[src/rtl/disp_mixer.sv]
// disp_mixer: priority sprite-layer mixer with frame-stepped brightness fade and 2-clock aligned timing.
module disp_mixer #(
  parameter int   LAYERS      = 4,
  parameter int   R_W         = 4,
  parameter int   G_W         = 4,
  parameter int   B_W         = 4,
  parameter int   STEP_FRAMES = 2,
  parameter logic SYNC_RST    = 1'b1
) (
  input  logic                              clk,
  input  logic                              rst_n,
  input  logic                              disp_i,
  input  logic                              h_sync_i,
  input  logic                              v_sync_i,
  input  logic [LAYERS*(R_W+G_W+B_W)-1:0]   layer_rgb_i,
  input  logic [LAYERS-1:0]                 layer_alpha_i,
  input  logic [LAYERS-1:0]                 layer_en_i,
  input  logic [R_W+G_W+B_W-1:0]            bg_rgb_i,
  input  logic [1:0]                        fade_cmd_i,
  input  logic                              fade_start_i,
  output logic                              fade_busy_o,
  output logic [4:0]                        level_o,
  output logic [R_W-1:0]                    vga_r_o,
  output logic [G_W-1:0]                    vga_g_o,
  output logic [B_W-1:0]                    vga_b_o,
  output logic                              h_sync_o,
  output logic                              v_sync_o,
  output logic                              disp_o
);
  localparam int RGB_W = R_W + G_W + B_W;
  typedef enum logic [1:0] {IDLE, FADE_OUT, FADE_IN} state_t;
  state_t           state_q, state_d;
  logic [4:0]       level_q, level_d;
  logic [7:0]       cnt_q, cnt_d;
  logic             busy_q, busy_d;
  logic             vs_hist_q;
  logic             frame_tick;
  logic [RGB_W-1:0] sel, pix_q, pix_d;
  logic             disp1_q, hs1_q, vs1_q;
  logic [R_W+4:0]   r_prod;
  logic [G_W+4:0]   g_prod;
  logic [B_W+4:0]   b_prod;
  logic [R_W-1:0]   r_q, r_d;
  logic [G_W-1:0]   g_q, g_d;
  logic [B_W-1:0]   b_q, b_d;
  logic             disp2_q, hs2_q, vs2_q;
  assign frame_tick = v_sync_i & ~vs_hist_q;
  // lowest enabled opaque layer wins, so scan from the top index down
  always_comb begin
    sel = bg_rgb_i;
    for (int k = LAYERS - 1; k >= 0; k--)
      if (layer_alpha_i[k] & layer_en_i[k]) sel = layer_rgb_i[k*RGB_W +: RGB_W];
    pix_d = disp_i ? sel : '0;
  end
  always_comb begin
    r_prod = (R_W+5)'(pix_q[RGB_W-1 -: R_W]) * (R_W+5)'(level_q);
    g_prod = (G_W+5)'(pix_q[G_W+B_W-1 -: G_W]) * (G_W+5)'(level_q);
    b_prod = (B_W+5)'(pix_q[B_W-1:0]) * (B_W+5)'(level_q);
    r_d = R_W'(r_prod >> 4);
    g_d = G_W'(g_prod >> 4);
    b_d = B_W'(b_prod >> 4);
  end
  always_comb begin
    state_d = state_q;
    level_d = level_q;
    cnt_d   = cnt_q;
    case (state_q)
      IDLE:
        if (fade_start_i && (fade_cmd_i == 2'b01 || fade_cmd_i == 2'b10)) begin
          state_d = (fade_cmd_i == 2'b01) ? FADE_OUT : FADE_IN;
          cnt_d   = '0;
        end
      FADE_OUT, FADE_IN:
        if (frame_tick) begin
          if (cnt_q == 8'(STEP_FRAMES - 1)) begin
            cnt_d = '0;
            if (state_q == FADE_OUT) begin
              level_d = (level_q == 5'd0) ? 5'd0 : level_q - 5'd1;
              state_d = (level_d == 5'd0) ? IDLE : state_q;
            end else begin
              level_d = (level_q >= 5'd16) ? 5'd16 : level_q + 5'd1;
              state_d = (level_d == 5'd16) ? IDLE : state_q;
            end
          end else begin
            cnt_d = cnt_q + 8'd1;
          end
        end
      default: state_d = IDLE;
    endcase
    busy_d = (state_d != IDLE);
  end
  always_ff @(posedge clk) begin
    if (!rst_n) begin
      state_q   <= IDLE;
      level_q   <= 5'd16;
      cnt_q     <= '0;
      busy_q    <= 1'b0;
      vs_hist_q <= 1'b0;
      pix_q     <= '0;
      disp1_q   <= 1'b0;
      hs1_q     <= SYNC_RST;
      vs1_q     <= SYNC_RST;
      r_q       <= '0;
      g_q       <= '0;
      b_q       <= '0;
      disp2_q   <= 1'b0;
      hs2_q     <= SYNC_RST;
      vs2_q     <= SYNC_RST;
    end else begin
      state_q   <= state_d;
      level_q   <= level_d;
      cnt_q     <= cnt_d;
      busy_q    <= busy_d;
      vs_hist_q <= v_sync_i;
      pix_q     <= pix_d;
      disp1_q   <= disp_i;
      hs1_q     <= h_sync_i;
      vs1_q     <= v_sync_i;
      r_q       <= r_d;
      g_q       <= g_d;
      b_q       <= b_d;
      disp2_q   <= disp1_q;
      hs2_q     <= hs1_q;
      vs2_q     <= vs1_q;
    end
  end
  assign fade_busy_o = busy_q;
  assign level_o     = level_q;
  assign vga_r_o     = r_q;
  assign vga_g_o     = g_q;
  assign vga_b_o     = b_q;
  assign disp_o      = disp2_q;
  assign h_sync_o    = hs2_q;
  assign v_sync_o    = vs2_q;
endmodule

[config.mk]
export PLATFORM = sky130hd
export DESIGN_NAME = disp_mixer
export DESIGN_NICKNAME = d
export VERILOG_FILES = /design/src/rtl/disp_mixer.sv
export SDC_FILE = /design/constraint.sdc
export NUM_CORES = 1
export LEC_CHECK = 0
export ABC_CLOCK_PERIOD_IN_PS = 3400
export CAP_MARGIN = 10
export CORE_MARGIN = 5
export CORE_UTILIZATION = 50
export CTS_CLUSTER_DIAMETER = 80
export CTS_CLUSTER_SIZE = 8
export DETAILED_ROUTE_END_ITERATION = 8
export PLACE_DENSITY = 0.81
export SYNTH_ARGS = -nofsm -noshare
export SYNTH_HDL_FRONTEND = slang
export SYNTH_SLANG_ARGS = --single-unit
export TNS_END_PERCENT = 10
[constraint.sdc]
create_clock -name clk -period 3.4 [get_ports clk]
set_input_delay 0.68 -clock clk [delete_from_list [all_inputs] [get_ports clk]]
set_output_delay 0.68 -clock clk [all_outputs]
set_load 0.02 [all_outputs]
==> metrics.txt, run 1 <==
outcome finished clean; ant diodes 0; vias per cell around 5.6; row count 31; IO Pins 97; DP Wirelength about 7700 um; Worst Path Arrival 3.41 ns; global-route wire length before repair between 15000 and 20000 um; Worst Tran Pin Value 0.7416 ns; Sum Neg Setup Slack 0 ns; crit path time final 3.173 ns; port bufs 96; CTS root buf clkbuf_8; Post-CTS Hold Buffers 0; Mapped Cells 463; detailed-route via count 3612; drt wl/cell approximately 15 um; Layout Nets about 680; synth top area cells dfxtp_1 (25%), ha_1 (12%), fa_1 (7.9%), nand2_1 (6.0%), and2_1 (4.6%); Final Max Tran Viols 0; Worst path most repeated cell fa_1; gp weighted congestion 0.8959; clock tree buffer depth 2; sw frac 26.55%; largest net degree at the start of global routing 25; Worst IR Drop VDD 176.1 uV; Top delay family on crit path adder cells; Clk Latency, worst-skew pair 0.30 ns; Post-synth top flop dfxtp_1; CTS clk-pin slew, worst paths 0.09 ns; area leader, netlist dfxtp_1; most common cell in the synthesized netlist nand2_1; Final period util ~93%; power per cell area 270.0 nW/um2; Die Footprint 9407 um2; P&R area growth vs syn 30.69%; Post-Synthesis Cell Area 3784 um2; ratio of cells with drive above 1 in the final layout 6.171%; most frequent cells after synthesis nand2_1 (60), dfxtp_1 (47), inv_1 (43); Syn Nets 589; DR DRC count 0; post-route ant nets 0; clock sink total 47; Post-synth EDFFs 0; #FFs+latches synth 47; P_leak about 2.0 nW; WS Path Type flop to flop; DR iter-0 viols 158; Gate power share 22.5%; vias in the first global route approximately 3.7k; Cell Chain, Critical Path nand2_1, fa_1, fa_1, inv_1, ha_1, nand4_1, o2111ai_1, a2111oi_1, o21bai_1; CTS tree built; die width 96.99 um; deepest level of the CTS H-tree 2; CP Max Fanout 10; Worst Path Required 3.64 ns; Hold Crit Class flop to flop; Total Routed Length 9513 um; Max-Cap Viols 0; Slew Limit Headroom 50.04%; Ys Warns 0; initial antenna violation count 0; Worst setup SP type flop; CP bufs+invs 1; Resized cells post-CTS 0; crit end category flop; Congestion Overflow GR 0; sequential share of the synthesized area 24.87%; length of the first detailed-routing pass in iterations 4; Hold Fails Final Rpt 0; GRT Resource Usage Total 20.82%; Crit-path slowest cell dfxtp_1; Inst Count DP 642; Flop pwr share 44.6%; Worst Skew 0.009328 ns; fin cells 650; average cell area after synthesis 8.172 um2; # setup viols final 0; Crit path largest cell delay 0.57 ns; Synth top area share 24.87%; Core Box Area 7292 um2; P_sw about 0.35 mW; cell internal pwr ~0.98 mW; Num CTS Buffers 5; DIE HEIGHT 96.99 um; Synth cell types 56; Clock power frac 32.9%; asr flop ratio synth 0%; postcts setup bufs 0; starting density of the core around 52%; fmax 315.1 MHz
-- cells in the final DEF, fill, tap and decap left out, types with 6 or more instances in the layout --
| cell type | synthesis | layout |
|---|---|---|
| and2_1 | 28 | 28 |
| inv_1 | 43 | 43 |
| dfxtp_1 | 47 | 46 |
| o21ai_0 | 11 | 11 |
| nand2_1 | 60 | 60 |
| a21boi_0 | 13 | 13 |
| nor2_1 | 28 | 28 |
| clkbuf_8 | 0 | 6 |
| clkdlybuf4s50_1 | 0 | 96 |
| fa_1 | 15 | 15 |
| a211oi_1 | 16 | 16 |
| a311o_1 | 12 | 12 |
| buf_4 | 1 | 8 |
| nand3_1 | 24 | 24 |
| nand4_1 | 8 | 8 |
| xnor2_1 | 10 | 10 |
| o21bai_1 | 6 | 6 |
| o211ai_1 | 6 | 6 |
| ha_1 | 35 | 35 |
| a21oi_1 | 14 | 14 |
-- per-layer routing --
metal | share of wire [%] | GRT usage, % | routed length (um) | up-vias
met5 | 0 | 0 | 0 | -
met2 | 49 | 37.58 | 4673 | 124
met4 | 1.7 | 6.263 | 161 | 0
met3 | 7.7 | 5.827 | 729 | 16
li1 | - | - | - | 1793
met1 | 42 | 23.69 | 3949 | 1679
-- per-stage QoR --
| stage | util (%) | cell area, um2 | hold WS, ns | setup slack [ns] | total power [mW] |
|---|---|---|---|---|---|
| 2_1_floorplan | - | 3784 | 0.3863 | 0.1645 | 0.7679 |
| 3_3_place_gp | 66.11 | 4821 | 0.3920 | 0.3624 | 0.8988 |
| 3_5_place_dp | 66.11 | 4821 | 0.3925 | 0.2292 | 0.9070 |
| 4_1_cts | 67.78 | 4942 | 0.4139 | 0.1902 | 1.344 |
| 5_1_grt | 67.81 | 4945 | 0.4560 | -0.03239 | 1.394 |
| 6_report | 67.81 | 4945 | 0.4128 | 0.2267 | 1.335 |
-- sequential cells by signal, summed over array words and instances, names as in the netlist, 2 cells and up --
signal   count
cnt_q        8
level_o      5
pix_q       12
state_q      2
vga_b_o      4
vga_g_o      4
vga_r_o      4
-- power by group through the flow --
| stage | Sequential (mW) | Clock (mW) | Combinational [mW] |
|---|---|---|---|
| 2_1_floorplan | 0.611 | 0 | 0.157 |
| 3_3_place_gp | 0.607 | 0 | 0.292 |
| 6_report | 0.595 | 0.439 | 0.300 |
| 3_5_place_dp | 0.608 | 0 | 0.299 |
| 5_1_grt | 0.599 | 0.463 | 0.332 |
| 4_1_cts | 0.595 | 0.448 | 0.301 |
-- final timing paths --
kind              cells past startpoint    endpoint  startpoint  slack (ns)
setup / recovery                      9  vga_g_o[3]  level_o[0]        0.23
hold / removal                        1    h_sync_o       hs1_q        0.41
hold reg to reg                       1    h_sync_o       hs1_q        0.41
setup reg to reg                      9  vga_g_o[3]  level_o[0]        0.23
-- cell families after synthesis --
logic type,count (synthesis),share of synthesized area [%]
multiplexers,3,0.8267
adder cells (fa/ha/maj),50,19.51
flip-flops,47,24.87
AO/OA/AOI/OAI,102,20.40
XOR/XNOR,11,2.546
AND/OR/NAND/NOR,183,24.74
buffers and inverters,67,7.110
-- layout make-up --
cell class              instances  area [um2]
clock buffers                   6       82.58
clock inverters                 2       38.79
repair buffers                104        1021
flip-flops and latches         47       942.2
fillers                       635        2347
multi-input cells             349        2575
inverters                      43       161.4
well taps                      99       123.9
(Power assumes the default switching activity.)
==> run 2, diff against run 1 <==
- CORE_MARGIN: 5 -> not set
==> run 2 against run 1 <==
  * Cell area up 0.53%
  * Largest cell class unchanged
  * Via count fell by 1.3%
  * First-iteration DRC count decreased by 18%
  * Flip-flop and latch count unchanged
  * Critical endpoint is now vga_r_o[3]
  * Fmax is 1.6% lower
  * Clock power is 16% higher
==> metrics.txt, run 2 (synthesis results as in run 1) <==
Total Routed Length just under 9000 um; Resized cells post-CTS 0; Final Max Tran Viols 0; P&R area growth vs syn 31.38%; Gate power share 21.3%; max reg flops 12; Top reg by flops pix_q; Core Box Area 7292 um2; crit end category flop; Hold Fails Final Rpt 0; highest metal used met4; ant diodes 0; Die Footprint 7919 um2; outcome finished clean; Crit path largest cell delay 0.54 ns; Worst Path Arrival 3.48 ns; Max-Cap Viols 0; DP Wirelength slightly above 7000 um; met1 WL 3784 um; vias in the first global route between 3k and 4k; DR DRC count 0; global-route wire length before repair between 10000 and 15000 um; postcts setup bufs 0; most common cell after layout, fill and taps aside clkdlybuf4s50_1; power per cell area around 280 nW/um2; unrepaired setup endpoints after global routing no; Post-CTS Hold Buffers 0; CTS tree built; IO Pins 97; vias per cell around 5.5; detailed-route via count about 3.6k; deepest level of the CTS H-tree 2; hold_ws 0.4230 ns; clock tree buffer depth 2; P_sw ~0.36 mW; Flop pwr share approximately 42%; DR iter-0 viols 130; Worst Skew 0.008258 ns; Final Util 68.17%; die width 88.99 um; length of the first detailed-routing pass in iterations 4; ratio of cells with drive above 1 in the final layout 6.341%; Sum Neg Setup Slack 0 ns; row count 31; Layout Nets 677; GRT Resource Usage Total 24.18%; most frequent cells in the layout clkdlybuf4s50_1 (96), nand2_1 (60), dfxtp_1 (46); CP bufs+invs 2; Worst Path Required 3.65 ns; metal3 WL 519 um; gp weighted congestion 0.8817; # setup viols final 0; Top delay family on crit path adder cells; starting density of the core 51.89%; Congestion Overflow GR 0; Clock power frac between 30% and 40%; WS Path Type flop to flop; crit path time final 3.226 ns; drt wl/cell roughly 14 um; CTS root buf clkbuf_8; CTS clk-pin slew, worst paths about 0.09 ns; Slew Limit Headroom 54.11%; overall power between 1 and 1.5 mW; P_leak 2.044 nW; Clk Latency, worst-skew pair 0.32 ns; Final period util 94.88%; cell internal pwr 1.037 mW; initial antenna violation count 0; post-route ant nets 0; met2 routed WL 4303 um; DIE HEIGHT 88.99 um; Worst IR Drop VDD 148.5 uV; Cell Chain, Critical Path and2_1, fa_1, inv_1, fa_1, inv_1, ha_1, nand3_1, o2111ai_1, a2111oi_1, o21bai_1; Num CTS Buffers 5; port bufs 96; clock sink total 47; sw frac around a quarter; largest net degree at the start of global routing 25; Hold Crit Class flop to flop; Crit-path slowest cell fa_1; fmax 310.0 MHz; Worst Tran Pin Value 0.6812 ns; Worst setup SP type flop; CP Max Fanout 12
[run 2: cell types whose count changed in the layout (fill, tap and decap cells not counted)]
cell	previous run	this run
buf_4	8	9
bufinv_16	1	2
clkbuf_8	6	5
inv_6	1	0
inv_8	0	1
[run 2: path summary, 6_finish.rpt]
| check | startpoint | end | slack [ns] | cells past startpoint |
|---|---|---|---|---|
| setup reg to reg | level_o[2] | vga_r_o[3] | 0.17 | 10 |
| hold / removal | hs1_q | h_sync_o | 0.42 | 1 |
| hold reg to reg | hs1_q | h_sync_o | 0.42 | 1 |
| setup / recovery | level_o[2] | vga_r_o[3] | 0.17 | 10 |
[run 2: cell type report]
class,count,area (um2)
Tap cell,99,123.9
Fill cell,620,2321
Multi-Input combinational cell,349,2575
Inverter,43,161.4
Sequential cell,47,942.2
Timing Repair Buffer,105,1028
Clock inverter,3,71.32
Clock buffer,5,68.82
[run 2: metrics by stage]
step	setup WS, ns	std cells	cell area, um2
final	0.1739	651	4971
after CTS	0.1335	651	4969
after floorplan	0.1645	463	3784
after global routing	0.09894	651	4971
after global placement	0.3636	643	4828
after detailed placement	0.1855	643	4828
[run 2: power groups by stage]
stage	Clock, mW	Sequential (mW)	Combinational [mW]
finish	0.508	0.594	0.299
global placement	0	0.606	0.292
global route	0.545	0.598	0.329
CTS	0.515	0.594	0.301
floorplan	0	0.611	0.157
detailed placement	0	0.607	0.298
[run 2: routing by layer]
layer	GRT usage (%)	up-vias
met1	28.08	1634
met3	5.448	20
met2	43.01	122
met5	0	-
li1	-	1789
met4	10.10	0
